## config.mk

```make
export PLATFORM = sky130hd
export DESIGN_NAME = alu_rr_sched
export DESIGN_NICKNAME = d
export VERILOG_FILES = /design/src/rtl/alu_sched_pkg.sv /design/src/rtl/day4.sv /design/src/rtl/rr_arbiter.sv /design/src/rtl/alu_rr_sched.sv
export SDC_FILE = /design/constraint.sdc
export NUM_CORES = 1
export LEC_CHECK = 0
export CORE_MARGIN = 10
export CORE_UTILIZATION = 70
export CTS_BUF_LIST = sky130_fd_sc_hd__clkbuf_8
export DETAILED_ROUTE_END_ITERATION = 10
export DONT_BUFFER_PORTS = 1
export PLACE_DENSITY_LB_ADDON = 0.05
export SLEW_MARGIN = 40
export SYNTH_ARGS = -nofsm -noshare
export SYNTH_HDL_FRONTEND = slang
export SYNTH_HIERARCHICAL = 1
export SYNTH_SLANG_ARGS = --single-unit
```

## constraint.sdc

```tcl
create_clock -name clk -period 13.2 [get_ports clk]
set_input_delay 1.32 -clock clk [delete_from_list [all_inputs] [get_ports clk]]
set_output_delay 1.32 -clock clk [all_outputs]
set_load 0.05 [all_outputs]
```

## src/rtl/alu_sched_pkg.sv

```systemverilog
`default_nettype none
// ============================================================================
// Module   : alu_sched_pkg
// Brief    : Shared types and constants for the round-robin ALU scheduler.
// Revision : 1.0 - initial release
// ============================================================================
package alu_sched_pkg;

    localparam int DATA_W = 8;

    typedef enum logic [2:0] {
        OP_ADD = 3'b000,
        OP_SUB = 3'b001,
        OP_SHL = 3'b010,
        OP_SHR = 3'b011,
        OP_AND = 3'b100,
        OP_OR  = 3'b101,
        OP_XOR = 3'b110,
        OP_EQ  = 3'b111
    } alu_op_t;

    typedef struct packed {
        logic [DATA_W-1:0] a;
        logic [DATA_W-1:0] b;
        alu_op_t           op;
    } alu_req_t;

    typedef enum logic [0:0] {
        SLOT_EMPTY = 1'b0,
        SLOT_FULL  = 1'b1
    } slot_state_t;

endpackage
`default_nettype wire

```

## src/rtl/day4.sv

```systemverilog
`default_nettype none
// ============================================================================
// Module   : day4
// Brief    : Existing 8-bit combinational ALU shared by the scheduler.
// Revision : 1.0 - initial release
// ============================================================================
module day4
    import alu_sched_pkg::*;
(
    input  logic [DATA_W-1:0] a,
    input  logic [DATA_W-1:0] b,
    input  logic [2:0]        op,
    output logic [DATA_W-1:0] result
);

    always_comb begin
        result = '0;
        case (op)
            OP_ADD: result = a + b;
            OP_SUB: result = a - b;
            // Only the low three bits of b are a shift amount.
            OP_SHL: result = a << b[2:0];
            OP_SHR: result = a >> b[2:0];
            OP_AND: result = a & b;
            OP_OR:  result = a | b;
            OP_XOR: result = a ^ b;
            OP_EQ:  result = {{(DATA_W-1){1'b0}}, (a == b)};
            default: result = '0;
        endcase
    end

endmodule
`default_nettype wire

```

## src/rtl/rr_arbiter.sv

```systemverilog
`default_nettype none
// ============================================================================
// Module   : rr_arbiter
// Brief    : Combinational round-robin arbiter; scans upward from ptr with wrap.
// Revision : 1.0 - initial release
// ============================================================================
module rr_arbiter #(
    parameter int N     = 4,
    parameter int IDX_W = $clog2(N)
) (
    input  logic [N-1:0]     req,
    input  logic [IDX_W-1:0] ptr,
    input  logic             en,
    output logic [N-1:0]     gnt,
    output logic [IDX_W-1:0] idx
);

    logic found;
    int   pos;

    always_comb begin
        gnt   = '0;
        idx   = '0;
        found = 1'b0;
        pos   = 0;
        for (int i = 0; i < N; i++) begin
            pos = int'(ptr) + i;
            if (pos >= N) begin
                pos = pos - N;
            end
            if (en && !found && req[pos]) begin
                found    = 1'b1;
                gnt[pos] = 1'b1;
                idx      = IDX_W'(pos);
            end
        end
    end

endmodule
`default_nettype wire

```

## src/rtl/alu_rr_sched.sv

```systemverilog
`default_nettype none
// ============================================================================
// Module   : alu_rr_sched
// Brief    : Round-robin sharing of one day4 ALU with a single registered response slot.
// Revision : 1.0 - initial release
// ============================================================================
module alu_rr_sched
    import alu_sched_pkg::*;
#(
    parameter  int NUM_REQ = 4,
    localparam int ID_W    = $clog2(NUM_REQ)
) (
    input  logic                   clk,
    input  logic                   reset_n,
    input  logic [NUM_REQ-1:0]     req_valid_i,
    output logic [NUM_REQ-1:0]     req_ready_o,
    input  logic [NUM_REQ*8-1:0]   req_a_i,
    input  logic [NUM_REQ*8-1:0]   req_b_i,
    input  logic [NUM_REQ*3-1:0]   req_op_i,
    output logic                   rsp_valid_o,
    input  logic                   rsp_ready_i,
    output logic [ID_W-1:0]        rsp_id_o,
    output logic [DATA_W-1:0]      rsp_data_o,
    output logic                   rsp_zero_o
);

    slot_state_t       state;
    slot_state_t       state_nxt;
    logic [ID_W-1:0]   ptr;
    logic [ID_W-1:0]   ptr_nxt;
    logic              slot_free;
    logic              arb_en;
    logic [NUM_REQ-1:0] gnt;
    logic [ID_W-1:0]   gnt_idx;
    logic              xfer;
    alu_req_t          reqs [NUM_REQ];
    alu_req_t          sel;
    logic [DATA_W-1:0] alu_y;

    generate
        for (genvar k = 0; k < NUM_REQ; k++) begin : g_unpack
            assign reqs[k] = {req_a_i[8*k +: 8], req_b_i[8*k +: 8], alu_op_t'(req_op_i[3*k +: 3])};
        end
    endgenerate

    // Gating with reset_n keeps ready low for the whole asynchronous reset window.
    assign slot_free = (state == SLOT_EMPTY) || rsp_ready_i;
    assign arb_en    = slot_free && reset_n;

    rr_arbiter #(
        .N     (NUM_REQ),
        .IDX_W (ID_W)
    ) u_arb (
        .req (req_valid_i),
        .ptr (ptr),
        .en  (arb_en),
        .gnt (gnt),
        .idx (gnt_idx)
    );

    assign req_ready_o = gnt;
    assign xfer        = |gnt;
    assign sel         = reqs[gnt_idx];

    day4 u_alu (
        .a      (sel.a),
        .b      (sel.b),
        .op     (sel.op),
        .result (alu_y)
    );

    always_ff @(posedge clk or negedge reset_n) begin
        if (!reset_n) begin
            state <= SLOT_EMPTY;
        end else begin
            state <= state_nxt;
        end
    end

    always_comb begin
        state_nxt = state;
        ptr_nxt   = ptr;
        if (xfer) begin
            state_nxt = SLOT_FULL;
            ptr_nxt   = (gnt_idx == ID_W'(NUM_REQ-1)) ? '0 : gnt_idx + ID_W'(1);
        end else if (state == SLOT_FULL && rsp_ready_i) begin
            state_nxt = SLOT_EMPTY;
        end
    end

    always_ff @(posedge clk or negedge reset_n) begin
        if (!reset_n) begin
            ptr        <= '0;
            rsp_id_o   <= '0;
            rsp_data_o <= '0;
            rsp_zero_o <= 1'b0;
        end else begin
            ptr <= ptr_nxt;
            if (xfer) begin
                rsp_id_o   <= gnt_idx;
                rsp_data_o <= alu_y;
                rsp_zero_o <= (alu_y == '0);
            end
        end
    end

    assign rsp_valid_o = (state == SLOT_FULL);

endmodule
`default_nettype wire

```

==> load_flow_metrics.sql <==
INSERT INTO impl_metrics (metric_group, metric, value, unit) VALUES
('final_layout', 'layout-drive-gt1-share', '20.1', '%'),
('floorplanning', 'die-width', '88.3', 'um'),
('routing', 'drt_wl_total', '8990', 'um'),
('yosys', 'syn_nets', '464', ''),
('global_routing', 'global_route.usage.total', '22.8', '%'),
('sta', 'rsz0062_at_grt', 'false', ''),
('final_layout', 'layout-area-overhead-vs-synth', '-0.881', '%'),
('sta', 'timing.final.crit_share', '46.6', '%'),
('cts', 'cts_tree', 'done', ''),
('yosys', 'synth_common_cells', 'ha_1, nand2_1, inv_1, mux4_2, nor2_1', ''),
('yosys', 'yosys.area_share.adder', '13.5', '%'),
('cts', 'htreeDepth', '1', ''),
('sta', 'report.final.hold_viol_count', '0', ''),
('place', 'globalplace.congestion', '1.00', ''),
('sta', 'headroom_to_the_max_slew_limit', '45.5', '%'),
('yosys', 'synthesis.area', '3270', 'sq um'),
('place', 'post-dp-hpwl', '7450', 'um'),
('critical_path', 'worst_path_max_fanout', '24', ''),
('yosys', 'synth_sequential_area_ratio', '10.7', '%'),
('yosys', 'post_synth_inst_count', '347', ''),
('sta', 'finalWorstPathRequiredPeriod', '6.15', 'ns'),
('outcome', 'status', 'complete, no violations', ''),
('cts', 'total_cts_buffers', '3', ''),
('yosys', 'synth_edf_count', '0', ''),
('floorplanning', 'die-area', '7800', 'sq um'),
('sta', 'slew_viol_final', '0', ''),
('yosys', 'synth-xor-area-share', '2.68', '%'),
('floorplanning', 'initial_utilization', '73.5', '%'),
('yosys', 'synthSimpleGateAreaFrac', '14.7', '%'),
('yosys', 'yosys_most_used_dff', 'dfrtp_1', ''),
('sta', 'tightestPinTransition', '0.797', 'ns'),
('routing', 'drtPass1Iterations', '5', ''),
('critical_path', 'reg2reg_slack', '7.05', 'ns'),
('yosys', 'synthesis_stage_register_bit_count', '14', ''),
('sta', 'skew', '0.00208', 'ns'),
('yosys', 'yosys.cell_types.count', '69', ''),
('global_routing', 'grt_pass1_vias', '2772', ''),
('cts', 'cts_resized', '0', ''),
('yosys', 'synthesis.yosys.warnings', '6', ''),
('yosys', 'ys_async_sr_fraction', '100', '%'),
('floorplanning', 'top_level_ports', '99', ''),
('global_routing', 'wire_length_of_the_first_global_routing_pass', '14400', 'um'),
('cts', 'postCtsSetupBuffers', '0', ''),
('critical_path', 'ff2ff_path_depth', '18', ''),
('routing', 'drt-vias-per-instance', '7.31', ''),
('cts', 'clk_pin_slew_worst_paths', '0.06', 'ns'),
('sta', 'max_freq', '0.163', 'GHz'),
('routing', 'detail-route-antenna-nets', '0', ''),
('sta', 'setup-tns-final', '0', 'ns'),
('global_routing', 'global_route.overflow_total', '0', ''),
('critical_path', 'setup.worst_path.start_class', 'register', ''),
('yosys', 'synth_top_family_by_area', 'multiplexers', ''),
('critical_path', 'endpoint_kind', 'register', ''),
('yosys', 'syn_area_per_cell', '9.41', 'sq um'),
('critical_path', 'ff_to_ff_end', 'rsp_zero_o', ''),
('place', 'io_buffers', '0', ''),
('cts', 'insertion_delay', '0.25', 'ns'),
('yosys', 'synth-compound-area-share', '20.3', '%'),
('sta', 'timing.final.setup_violations', '0', ''),
('critical_path', 'rr_startpoint', 'ptr[0]', ''),
('final_layout', 'antenna_cells', '0', ''),
('run', 'max_cap_viol', '0', ''),
('routing', 'detail_route.iter0.violations', '391', ''),
('critical_path', 'critical_path_arrival', '6.32', 'ns'),
('hold_path', 'hp-class', 'in2async', ''),
('routing', 'post_drt_wl_per_cell', '23.7', 'um'),
('routing', 'dr_vias', '2776', ''),
('yosys', 'yosysTopAreaCellShare', '17.9', '%'),
('cts', 'holdBufCountCts', '0', ''),
('yosys', 'synth.largest_area_cell', 'mux4_2', ''),
('cts', 'clock_sinks', '14', ''),
('routing', 'drc_errors', '0', ''),
('yosys', 'yosys-mux-area-fraction', '28.3', '%'),
('cts', 'clock_path_buffers', '2', ''),
('yosys', 'netlist_top_cells_area', 'mux4_2, ha_1, dfrtp_1', ''),
('yosys', 'synthMostInstantiatedCell', 'ha_1', ''),
('cts', 'cts_root_buf', 'clkbuf_8', ''),
('global_routing', 'grt_max_degree', '31', ''),
('final_layout', 'design.final.nets', '446', ''),
('critical_path', 'timing_worst_setup_path_type', 'reg2reg', ''),
('global_routing', 'grt_antenna_before_repair', '0', ''),
('floorplanning', 'chipHeight', '88.3', 'um'),
('floorplanning', 'core.rowCount', '24', ''),
('floorplanning', 'floorplan.core_area', '4440', 'sq um'),
('critical_path', 'critPathRequiredTime', '13.37', 'ns');
==> worst max-delay path by stage <==
stage	start	depth (start not counted)	endpoint
floorplan	req_valid_i[2]	19	rsp_zero_o
global placement	req_valid_i[3]	15	rsp_zero_o
detailed placement	req_valid_i[3]	15	rsp_zero_o
CTS	ptr[0]	17	rsp_zero_o
global route	ptr[0]	18	rsp_zero_o
finish	ptr[0]	18	rsp_zero_o
==> sequential cells by signal (all words and copies together) (netlist names) <==
register	cells
rsp_data_o	8
rsp_zero_o	1
rsp_id_o	2
rsp_valid_o	1
ptr	2
==> layout by cell type (no fill, tap or decap), types with 3 or more instances in the layout <==
| cell | n |
|---|---|
| a221o_1 | 4 |
| nor4_1 | 3 |
| nand2_1 | 29 |
| nand2b_1 | 3 |
| dfrtp_1 | 14 |
| nand3_1 | 4 |
| nor2b_1 | 6 |
| mux2i_1 | 8 |
| nor3_1 | 3 |
| nor2_1 | 26 |
| xor2_1 | 3 |
| o21ai_0 | 16 |
| mux4_2 | 26 |
| ha_1 | 32 |
| mux4_1 | 4 |
| nand3b_1 | 4 |
| a31oi_1 | 4 |
| a21oi_1 | 23 |
| mux2_4 | 5 |
| xnor2_1 | 7 |
| a221oi_2 | 3 |
| a211oi_1 | 6 |
| clkbuf_8 | 4 |
| inv_1 | 26 |
| mux2_2 | 7 |
==> cells by family (layout without fill, tap and decap cells) <==
family | count (synthesis) | in the layout
adder cells (fa/ha/maj) | 34 | 34
AND/OR/NAND/NOR | 93 | 93
AO/OA/AOI/OAI | 91 | 91
XOR/XNOR | 10 | 10
flip-flops | 14 | 14
buffers and inverters | 55 | 36
multiplexers | 50 | 50
==> critical path, cell delays in order, from the launching register on <==
cell and delay [ns]:
dfrtp_1 0.67, inv_1 0.29, ha_1 0.50, mux4_2 0.45, or3_4 0.39, a2111oi_4 0.47, o2bb2ai_4 0.34, mux4_2 0.65
inv_1 0.23, ha_1 0.38, a21o_1 0.23, a2111oi_2 0.43, a21oi_1 0.16, xor2_1 0.17, o21ai_2 0.12, a31oi_1 0.07
nor4_1 0.27, nand2_1 0.07, o21ai_0 0.14
==> through the flow <==
stage / cells / setup slack [ns] / instance area (sq um) / utilization (%) / hold WS (ns)
final: 380 / 7.05 / 3240 / 72.9 / 0.762
after floorplan: 347 / 7.31 / 3270 / - / 0.563
after detailed placement: 376 / 7.04 / 3180 / 71.6 / 0.786
after global placement: 373 / 7.07 / 3140 / 70.7 / 0.778
after global routing: 380 / 6.57 / 3240 / 72.9 / 0.748
after CTS: 380 / 7.11 / 3240 / 72.9 / 0.761
==> area by class of cell <==
cell class / count / area, sq um
Inverter: 29 / 114
Clock buffer: 4 / 55.1
Timing Repair Buffer: 3 / 30.0
Tap cell: 52 / 65.1
Multi-Input combinational cell: 278 / 2620
Sequential cell: 14 / 350
Fill cell: 329 / 1210
==> layer usage <==
metal / vias up / share of wire [%] / routed length (um) / track usage [%]
met5: - / 0 / 0 / 0
met2: 157 / 48 / 4330 / 37.5
met3: 8 / 12 / 1060 / 8.00
met4: 0 / 1.1 / 99 / 3.52
met1: 1338 / 39 / 3500 / 28.8
li1: 1273 / - / - / -
Power is not shown: default switching activity piles up to over one toggle a cycle in this logic, so the estimate is an artifact.
